**src/rtl/frame_streamer_pkg.sv**
```systemverilog
// Shared definitions for the frame streamer: image geometry, pixel layout,
// FIFO word layout and the scan FSM state type.
package frame_streamer_pkg;

  localparam int unsigned WIDTH      = 64;
  localparam int unsigned HEIGHT     = 64;
  localparam int unsigned PIX_W      = 24;
  localparam int unsigned FIFO_DEPTH = 2;

  localparam int unsigned ROW_W = $clog2(HEIGHT);
  localparam int unsigned COL_W = $clog2(WIDTH);
  localparam int unsigned CK_W  = 20;

  // G channel position inside a pixel
  localparam int unsigned G_LSB = 8;
  localparam int unsigned G_MSB = 15;

  // FIFO word: {pixel, sof, eol, eof}
  localparam int unsigned WORD_W  = PIX_W + 3;
  localparam int unsigned EOF_BIT = 0;
  localparam int unsigned EOL_BIT = 1;
  localparam int unsigned SOF_BIT = 2;
  localparam int unsigned PIX_LSB = 3;

  typedef enum logic [1:0] {
    ST_IDLE,
    ST_SCAN,
    ST_DRAIN,
    ST_DONE
  } state_t;

  function automatic logic [WORD_W-1:0] pack_word(
    input logic [PIX_W-1:0] pix,
    input logic             sof,
    input logic             eol,
    input logic             eof
  );
    return {pix, sof, eol, eof};
  endfunction

endpackage

```
**src/rtl/frame_streamer_stream_fifo.sv**
```systemverilog
// stream_fifo: small synchronous FIFO for the pixel stream.
// Ports:
//   clk, rst          clock, asynchronous active-high reset
//   i_push, i_data    write request and word
//   i_pop             read request (ignored when empty)
//   o_data            word at the head, read directly from storage registers
//   o_full, o_empty   occupancy flags
// A push is accepted while full if a pop happens in the same cycle.
module stream_fifo #(
  parameter int unsigned W     = 27,
  parameter int unsigned DEPTH = 2
) (
  input  logic         clk,
  input  logic         rst,
  input  logic         i_push,
  input  logic [W-1:0] i_data,
  input  logic         i_pop,
  output logic [W-1:0] o_data,
  output logic         o_full,
  output logic         o_empty
);

  localparam int unsigned AW = $clog2(DEPTH);

  logic [W-1:0]  r_mem [DEPTH];
  logic [AW-1:0] r_wr;
  logic [AW-1:0] r_rd;
  logic [AW:0]   r_cnt;

  logic w_do_pop;
  logic w_do_push;

  assign o_empty   = (r_cnt == '0);
  assign o_full    = (r_cnt == (AW+1)'(DEPTH));
  assign o_data    = r_mem[r_rd];
  assign w_do_pop  = i_pop && !o_empty;
  assign w_do_push = i_push && (!o_full || w_do_pop);

  always_ff @(posedge clk or posedge rst) begin
    if (rst) begin
      for (int unsigned i = 0; i < DEPTH; i++) r_mem[i] <= '0;
      r_wr  <= '0;
      r_rd  <= '0;
      r_cnt <= '0;
    end else begin
      if (w_do_push) begin
        r_mem[r_wr] <= i_data;
        r_wr        <= r_wr + AW'(1);
      end
      if (w_do_pop) r_rd <= r_rd + AW'(1);
      case ({w_do_push, w_do_pop})
        2'b10:   r_cnt <= r_cnt + (AW+1)'(1);
        2'b01:   r_cnt <= r_cnt - (AW+1)'(1);
        default: r_cnt <= r_cnt;
      endcase
    end
  end

endmodule

```
**src/rtl/frame_streamer.sv**
```systemverilog
// frame_streamer: after a start pulse, raster-scans the image through the
// row/col read port and streams every pixel out on valid/ready with sof/eol/eof
// markers, publishing a G-channel checksum of the frame when it completes.
// Ports:
//   clk, rst           clock, asynchronous active-high reset
//   start              one-cycle frame request (ignored unless idle)
//   row, col           registered image read address
//   in_pix             pixel at (row,col), combinational
//   out_data/out_valid/out_ready  output stream
//   out_sof/out_eol/out_eof       beat markers
//   busy               frame in progress (scan or drain)
//   frame_done         one-cycle pulse after the final beat leaves
//   checksum           G-channel sum of the last completed frame, mod 2^20
module frame_streamer
  import frame_streamer_pkg::*;
#(
  parameter int unsigned DEPTH = FIFO_DEPTH
) (
  input  logic             clk,
  input  logic             rst,
  input  logic             start,
  output logic [ROW_W-1:0] row,
  output logic [COL_W-1:0] col,
  input  logic [PIX_W-1:0] in_pix,
  output logic [PIX_W-1:0] out_data,
  output logic             out_valid,
  input  logic             out_ready,
  output logic             out_sof,
  output logic             out_eol,
  output logic             out_eof,
  output logic             busy,
  output logic             frame_done,
  output logic [CK_W-1:0]  checksum
);

  state_t            r_state;
  logic [ROW_W-1:0]  r_row;
  logic [COL_W-1:0]  r_col;
  logic [CK_W-1:0]   r_acc;
  logic [CK_W-1:0]   r_checksum;
  logic              r_busy;
  logic              r_frame_done;

  logic              w_full;
  logic              w_empty;
  logic              w_pop;
  logic              w_push;
  logic              w_last_col;
  logic              w_last_row;
  logic              w_sof;
  logic              w_eof;
  logic [WORD_W-1:0] w_word;
  logic [WORD_W-1:0] w_head;

  assign w_last_col = (r_col == COL_W'(WIDTH - 1));
  assign w_last_row = (r_row == ROW_W'(HEIGHT - 1));
  assign w_sof      = (r_row == '0) && (r_col == '0);
  assign w_eof      = w_last_row && w_last_col;
  assign w_word     = pack_word(in_pix, w_sof, w_last_col, w_eof);

  assign w_pop  = !w_empty && out_ready;
  // Pushing into a full FIFO is allowed when the head leaves in the same
  // cycle, which keeps the stream at one pixel per cycle.
  assign w_push = (r_state == ST_SCAN) && (!w_full || w_pop);

  stream_fifo #(
    .W     (WORD_W),
    .DEPTH (DEPTH)
  ) u_fifo (
    .clk     (clk),
    .rst     (rst),
    .i_push  (w_push),
    .i_data  (w_word),
    .i_pop   (w_pop),
    .o_data  (w_head),
    .o_full  (w_full),
    .o_empty (w_empty)
  );

  always_ff @(posedge clk or posedge rst) begin
    if (rst) begin
      r_state      <= ST_IDLE;
      r_row        <= '0;
      r_col        <= '0;
      r_acc        <= '0;
      r_checksum   <= '0;
      r_busy       <= 1'b0;
      r_frame_done <= 1'b0;
    end else begin
      r_frame_done <= 1'b0;
      case (r_state)
        ST_IDLE: begin
          if (start) begin
            r_row   <= '0;
            r_col   <= '0;
            r_acc   <= '0;
            r_busy  <= 1'b1;
            r_state <= ST_SCAN;
          end
        end
        ST_SCAN: begin
          if (w_push) begin
            r_acc <= r_acc + CK_W'(in_pix[G_MSB:G_LSB]);
            if (w_eof) begin
              r_state <= ST_DRAIN;
            end else if (w_last_col) begin
              r_col <= '0;
              r_row <= r_row + ROW_W'(1);
            end else begin
              r_col <= r_col + COL_W'(1);
            end
          end
        end
        ST_DRAIN: begin
          if (w_empty) begin
            r_state      <= ST_DONE;
            r_busy       <= 1'b0;
            r_frame_done <= 1'b1;
            r_checksum   <= r_acc;
          end
        end
        ST_DONE: begin
          r_state <= ST_IDLE;
        end
        default: begin
          r_state <= ST_IDLE;
        end
      endcase
    end
  end

  assign row        = r_row;
  assign col        = r_col;
  assign busy       = r_busy;
  assign frame_done = r_frame_done;
  assign checksum   = r_checksum;

  // Data and markers are forced low whenever no beat is presented.
  assign out_valid = !w_empty;
  assign out_data  = out_valid ? w_head[PIX_LSB +: PIX_W] : '0;
  assign out_sof   = out_valid && w_head[SOF_BIT];
  assign out_eol   = out_valid && w_head[EOL_BIT];
  assign out_eof   = out_valid && w_head[EOF_BIT];

endmodule

```
**config.mk**
```make
export PLATFORM = sky130hd
export DESIGN_NAME = frame_streamer
export DESIGN_NICKNAME = d
export VERILOG_FILES = /design/src/rtl/frame_streamer_pkg.sv /design/src/rtl/frame_streamer_stream_fifo.sv /design/src/rtl/frame_streamer.sv
export SDC_FILE = /design/constraint.sdc
export NUM_CORES = 1
export LEC_CHECK = 0
export ABC_AREA = 1
export ABC_CLOCK_PERIOD_IN_PS = 5650
export CAP_MARGIN = 20
export CORE_UTILIZATION = 55
export CTS_BUF_LIST = sky130_fd_sc_hd__clkbuf_4
export CTS_CLUSTER_SIZE = 12
export DETAILED_ROUTE_END_ITERATION = 10
export DONT_BUFFER_PORTS = 1
export GPL_ROUTABILITY_DRIVEN = 1
export HOLD_SLACK_MARGIN = 0.05
export PLACE_DENSITY_LB_ADDON = 0.25
export SETUP_SLACK_MARGIN = 0.5
export SYNTH_ARGS = -nofsm -noshare
export SYNTH_HDL_FRONTEND = slang
export SYNTH_HIERARCHICAL = 1
export SYNTH_SLANG_ARGS = --single-unit
```
**constraint.sdc**
```tcl
create_clock -name clk -period 5.65 [get_ports clk]
set_clock_uncertainty 0.1 [all_clocks]
set_input_delay 1.4125 -clock clk [delete_from_list [all_inputs] [get_ports clk]]
set_output_delay 1.4125 -clock clk [all_outputs]
set_load 0.005 [all_outputs]
```
==> results.py, run 1 <==
metrics = {
    "power": {
        "p_seq_share_pct": 38.2,
        "leakagePower_nw": 3.28,
        "powerDensity_nw_per_um2": 510,
        "clockPowerShare_pct": 21.7,
        "swShare_pct": 43.0,
        "ir_drop_v": 0.000193,
        "p_sw_mw": 1.41,
        "p_int_mw": 1.87,
        "pwr-share-comb_pct": 40.1,
    },
    "critical_path": {
        "r2r_cells": 9,
        "crit_buf_inv": 2,
        "required_ns": 5.89,
        "cp-startpoint": "u_fifo/r_cnt[1]",
        "worstSetupPathType": "reg -> reg",
        "cp-endpoint": "u_fifo/r_mem[52]",
        "r2r_start": "u_fifo/r_cnt[1]",
        "crit_chain": "inv_1 > nand2_1 > inv_1 > nor2_2 > nor2_2 > nor2_1 > nand2_2 > nor2_4 > o21ai_0",
        "arrival_ns": 3.93,
        "r2r_end": "u_fifo/r_mem[52]",
        "max_stage_delay_ns": 0.88,
        "endpoint_kind": "flip-flop",
        "reg2reg_slack_ns": 1.96,
        "cp.depth": 9,
        "critPathMaxFanout": 54,
        "critPathTopFamily": "simple AND/OR/NAND/NOR gates",
        "crit_path_start_kind": "flip-flop",
        "cp_slowest_cell": "nor2_4",
    },
    "drt": {
        "wirelength_mm": 13.1,
        "wl_met3_um": 818,
        "via_per_inst": 5.18,
        "ant_nets": 0,
        "first_pass_iters": 5,
        "drc_errors": 0,
        "drt_iter0_markers": 298,
        "top_layer": "met4",
        "vias": 4885,
        "wl_met2_mm": 6.46,
        "wire_per_inst_um": 13.9,
        "m1WireLength_mm": 5.71,
    },
    "clocking": {
        "clk_latency_ns": 0.52,
        "cts-resized-gates": 0,
        "cts_buffer_depth": 2,
        "cts.hold.buffers_added": 0,
        "post_cts.repair.setup_buffers": 0,
        "cts_made_buffers": 17,
        "h-tree-depth": 4,
        "cts.clk_slew.worst_paths_ns": 0.10,
        "clock-root-buffer": "clkbuf_4",
        "cts_tree": "yes",
        "clock_sinks": 114,
    },
    "cells_and_area": {
        "final_nets": 839,
        "fillers": 955,
        "diodes": 0,
        "drive_gt1_share_pct": 7.68,
        "area_growth_syn_to_layout_pct": 6.19,
        "finalInstanceArea_um2": 6420,
    },
    "sta": {
        "rsz0062_at_grt": "false",
        "fin_crit_sh_pct": 65.2,
        "relSlewSlack_pct": 35.1,
        "setup_tns_ns": 0,
        "drv_slew": 0,
        "fmax_mhz": 271,
        "fin_crit_ns": 3.69,
        "worst_pin_slew_ns": 0.971,
        "setup_viol": 0,
        "final_hold_viol_count": 0,
    },
    "grt": {
        "grt-ovfl-total": 0,
        "grtUsageTotal_pct": 25.2,
        "grt_pass1_wl_mm": 22.6,
        "grt_pass1_vias": 4984,
        "grt_max_degree": 59,
        "antenna_found_initial": 0,
    },
    "synthesis": {
        "synth_edf_count": 0,
        "synthTopCellsByCount": "246 x nand2_1, 119 x inv_1, 114 x dfrtp_1",
        "async_flop_share_pct": 100,
        "syn-num-nets": 846,
        "yosysUniqueCellTypes": 41,
        "yosysMostFrequentCell": "nand2_1",
        "synth-seq-cells": 114,
        "yosysWarnings": 6,
        "syn_area_um2": 6050,
        "synth_top_area_cell": "dfrtp_1",
        "postSynthCellCount": 801,
        "synthTopCellsByArea": "dfrtp_1 47%, nand2_1 15%, o21ai_0 8.9%",
        "syn_avg_cell_area_um2": 7.55,
        "yosysTopAreaCellShare_pct": 47.2,
        "ys_seq_area_share_pct": 47.2,
        "synth-main-ff-cell": "dfrtp_1",
    },
    "floorplan": {
        "dieArea_um2": 11400,
        "rows": 37,
        "die_h_um": 107,
        "core_um2": 10500,
        "dieWidth_um": 107,
        "io_pins": 90,
        "initial_core_util_pct": 57.5,
    },
    "placement": {
        "placed_area_um2": 6080,
        "port_buffers": 0,
        "dp_hpwl_mm": 9.17,
        "gp_congestion": 0.870,
    },
    "min_path": {
        "hold_class": "reg -> reg",
    },
    "job": {
        "max_cap_violations": 0,
    },
    "run_status": {
        "status": "complete, no violations",
    },
}
==> worst reg2reg max path: cells and delay by family (launching register included) <==
| kind | cells | cell delay [ns] |
|---|---|---|
| buffers and inverters | 2 | 0.50 |
| AND/OR/NAND/NOR | 6 | 2.28 |
| flip-flops | 1 | 0.42 |
| AO/OA/AOI/OAI | 1 | 0.24 |
==> per-layer routing <==
layer / up-vias / global-route usage [%]
li1: 2480 / -
met1: 2276 / 31.3
met2: 117 / 42.4
met3: 12 / 7.72
met4: 0 / 7.63
met5: - / 0
==> sequential cells by signal, summed over array words and instances, names as in the netlist <==
signal / cells
u_fifo/r_mem: 54
r_state: 2
u_fifo/r_wr: 1
u_fifo/r_rd: 1
row: 6
checksum: 20
frame_done: 1
col: 6
u_fifo/r_cnt: 2
r_acc: 20
busy: 1
==> cell type report <==
cell class	instances	area [um^2]	share of cell area, %
inverters	126	474	7.39
clock buffers	17	128	1.99
clock inverters	15	215	3.35
repair buffers	3	22.5	0.351
multi-input cells	532	2560	39.8
flip-flops and latches	114	2850	44.4
well taps	136	170	2.65
==> cell usage in the layout, fill, tap and decap left out, types with 2 or more instances in the layout <==
cell type and count:
a21oi_1 7, buf_4 3, bufinv_16 5, clkbuf_4 17
clkinv_1 2, clkinv_2 3, clkinv_4 2, clkinvlp_4 4
dfrtp_1 114, ha_1 16, inv_1 117, inv_2 8
nand2_1 246, nand2_2 4, nand3_1 31, nand4_1 8
nor2_1 66, nor2_2 4, nor2_4 2, nor3_1 4
o21ai_0 107, o21ai_1 9, o22ai_1 4, or2_2 2
xnor2_1 2, xor2_1 4
==> worst min path at each step <==
stage                                 from  slack, ns  cells past startpoint               end
after floorplan           u_fifo/r_mem[20]       0.36                      2  u_fifo/r_mem[20]
after global placement     u_fifo/r_mem[9]       0.38                      2   u_fifo/r_mem[9]
after detailed placement   u_fifo/r_mem[9]       0.39                      2   u_fifo/r_mem[9]
after CTS                  u_fifo/r_mem[7]       0.41                      2   u_fifo/r_mem[7]
after global routing       u_fifo/r_mem[0]       0.44                      2   u_fifo/r_mem[0]
final                      u_fifo/r_mem[7]       0.41                      2   u_fifo/r_mem[7]
==> power groups by stage <==
stage                     combinational (mW)  clock [mW]  sequential (mW)
after floorplan                         1.13           0             1.21
after global placement                  1.25           0             1.26
after detailed placement                1.32           0             1.27
after CTS                               1.32       0.731             1.25
after global routing                    1.53       0.770             1.29
final                                   1.31       0.712             1.25
==> per-stage QoR <==
step | worst slack (ns) | hold WS (ns) | total power, mW | utilization (%) | std cells
after floorplan | 2.71 | 0.364 | 2.34 | - | 801
after global placement | 2.00 | 0.379 | 2.51 | 57.8 | 911
after detailed placement | 1.76 | 0.386 | 2.58 | 57.8 | 911
after CTS | 1.92 | 0.412 | 3.31 | 61.1 | 943
after global routing | 1.46 | 0.436 | 3.59 | 61.1 | 943
final | 1.96 | 0.408 | 3.27 | 61.1 | 943
==> kinds of logic (layout without fill, tap and decap cells) <==
kind of cell | count (synthesis) | after routing | share of synthesized area, %
simple gates | 375 | 375 | 26.1
buf+inv | 155 | 161 | 10.5
compound gates | 134 | 134 | 11.7
flops | 114 | 114 | 47.2
fa+ha+maj | 17 | 17 | 3.64
xor+xnor | 6 | 6 | 0.869
No activity file was read; power rests on OpenSTA's default activity.
==> run 2, diff against run 1 <==
--- a/config.mk
+++ b/config.mk
@@ -6,7 +6,7 @@
 export NUM_CORES = 1
 export LEC_CHECK = 0
 export ABC_AREA = 1
-export ABC_CLOCK_PERIOD_IN_PS = 5650
+export ABC_CLOCK_PERIOD_IN_PS = 3140
 export CAP_MARGIN = 20
 export CORE_UTILIZATION = 55
 export CTS_BUF_LIST = sky130_fd_sc_hd__clkbuf_4
==> constraint.sdc (replaced) <==
create_clock -name clk -period 3.14 [get_ports clk]
set_clock_uncertainty 0.1 [all_clocks]
set_input_delay 0.785 -clock clk [delete_from_list [all_inputs] [get_ports clk]]
set_output_delay 0.785 -clock clk [all_outputs]
set_load 0.005 [all_outputs]
==> run 2 against run 1 <==
  * Register-to-register slack got worse by 1.3 ns
  * Critical path depth decreased by 4
  * Count of clock-buffer cells in the layout unchanged
  * Via count up 1.4%
  * Die area is the same
  * Power rose by 85%
  * Flip-flop and latch count is the same
==> results.py, run 2 (synthesized netlist as in run 1, its figures left out) <==
metrics = {
    "cells_and_area": {
        "drive_gt1_share_pct": 9.09,
        "final_common_cell": "nand2_1",
        "fillers": 936,
        "final_cell_mix": "246 x nand2_1, 116 x inv_1, 113 x dfrtp_1, 106 x o21ai_0, 65 x nor2_1",
        "fin_cells": 951,
        "top_register": "u_fifo/r_mem",
        "area_growth_syn_to_layout_pct": 8.17,
        "final_nets": 846,
        "largest_reg_flops": 54,
    },
    "sta": {
        "fin_crit_sh_pct": 80.3,
        "fin_crit_ns": 2.52,
        "rsz0062_at_grt": "false",
        "drv_slew": 0,
        "setup_tns_ns": 0,
        "final_hold_viol_count": 0,
        "fmax_mhz": 397,
        "relSlewSlack_pct": 54.0,
        "setup_viol": 0,
        "worst_pin_slew_ns": 0.689,
    },
    "grt": {
        "grt_max_degree": 47,
        "grtUsageTotal_pct": 25.2,
        "antenna_found_initial": 1,
        "grt_pass1_vias": 4884,
        "grt-ovfl-total": 0,
        "grt_pass1_wl_mm": 22.4,
    },
    "floorplan": {
        "core_um2": 10500,
        "rows": 37,
        "dieWidth_um": 107,
        "dieArea_um2": 11400,
        "io_pins": 90,
        "initial_core_util_pct": 57.5,
        "die_h_um": 107,
    },
    "power": {
        "powerDensity_nw_per_um2": 927,
        "ir_drop_v": 0.000404,
        "leakagePower_nw": 3.33,
        "p_total_mw": 6.06,
    },
    "drt": {
        "vias": 4955,
        "first_pass_iters": 7,
        "wirelength_mm": 13.4,
        "drc_errors": 0,
        "ant_nets": 0,
        "via_per_inst": 5.21,
        "drt_iter0_markers": 285,
        "wire_per_inst_um": 14.1,
    },
    "critical_path": {
        "endpoint_kind": "primary output",
        "arrival_ns": 1.64,
        "r2r_cells": 11,
        "crit_chain": "inv_1 > nand2_1 > inv_2 > buf_12 > nor2_1",
        "worstSetupPathType": "reg -> out",
        "max_stage_delay_ns": 0.43,
        "cp_slowest_cell": "dfrtp_1",
        "required_ns": 2.25,
        "crit_path_start_kind": "flip-flop",
        "critPathMaxFanout": 15,
        "reg2reg_slack_ns": 0.68,
    },
    "clocking": {
        "clock-root-buffer": "clkbuf_4",
        "cts_tree": "yes",
        "cts.clk_slew.worst_paths_ns": 0.11,
        "clock_sinks": 114,
        "h-tree-depth": 4,
        "cts_buffer_depth": 2,
        "clk_latency_ns": 0.51,
        "cts.hold.buffers_added": 0,
        "cts_made_buffers": 17,
    },
    "placement": {
        "dp_hpwl_mm": 9.41,
        "port_buffers": 0,
        "gp_congestion": 0.836,
        "dp.cells": 916,
    },
    "min_path": {
        "hold_class": "in -> async",
    },
    "run_status": {
        "status": "complete, no violations",
    },
    "job": {
        "max_cap_violations": 0,
    },
}
==> run 2: cell types whose count changed in the layout (fill, tap and decap cells not counted), sizes merged <==
cell,previous run,this run
buf,3,9
clkbuf,17,18
clkinv,7,6
clkinvlp,4,5
diode,0,1
==> run 2: report_power, final <==
group | internal, mW | switching [mW] | leakage (nW)
clock | 0.704 | 0.580 | 0.167
combinational | 0.797 | 1.76 | 1.68
sequential | 1.96 | 0.266 | 1.48
==> run 2: final timing paths <==
check	startpoint	to
setup / recovery	u_fifo/r_cnt[1]	out_data[8]
min in group clk	in_pix[21]	u_fifo/r_mem[24]
setup reg to reg	u_fifo/r_cnt[1]	u_fifo/r_mem[23]
hold reg to reg	u_fifo/r_mem[8]	u_fifo/r_mem[8]
max in group asynchronous	rst	col[0]
hold / removal	rst	u_fifo/r_mem[33]
==> run 2: worst max-delay path, delay by kind of cell, from the launching register on <==
kind	cells	cell delay (ns)
and+or+nand+nor	2	0.32
DFF	1	0.43
buffers and inverters	3	0.36
==> run 2: final cells by class <==
class / count / area (um^2) / area share (%)
Sequential cell: 114 / 2850 / 43.6
Multi-Input combinational cell: 532 / 2560 / 39.2
Inverter: 126 / 474 / 7.25
Clock inverter: 15 / 215 / 3.29
Tap cell: 136 / 170 / 2.60
Timing Repair Buffer: 10 / 134 / 2.05
Clock buffer: 17 / 128 / 1.95
Antenna cell: 1 / 2.50 / 0.0383
==> run 2: what timing repair did <==
action | 4_1_cts | 5_1_grt
buffers inserted | 1 | 0
setup endpoints to repair | 31 | 56
gates resized for setup | 4 | 5
cloned | 0 | 1
==> run 2: per-layer routing <==
metal	vias to the layer above	GRT usage (%)	routed length [um]
li1	2502	-	-
met1	2312	30.8	6000
met2	122	42.7	6450
met3	19	6.44	730
met4	0	9.78	181
met5	-	0	0
==> run 2: stage by stage <==
stage / instance area (um^2) / worst slack (ns) / utilization [%] / hold WS [ns]
floorplan: 6050 / 0.827 / - / 0.364
global placement: 6140 / 0.677 / 58.4 / 0.381
detailed placement: 6140 / 0.495 / 58.4 / 0.387
CTS: 6500 / 0.538 / 61.9 / 0.118
global route: 6540 / 0.502 / 62.2 / 0.152
finish: 6540 / 0.618 / 62.2 / 0.134
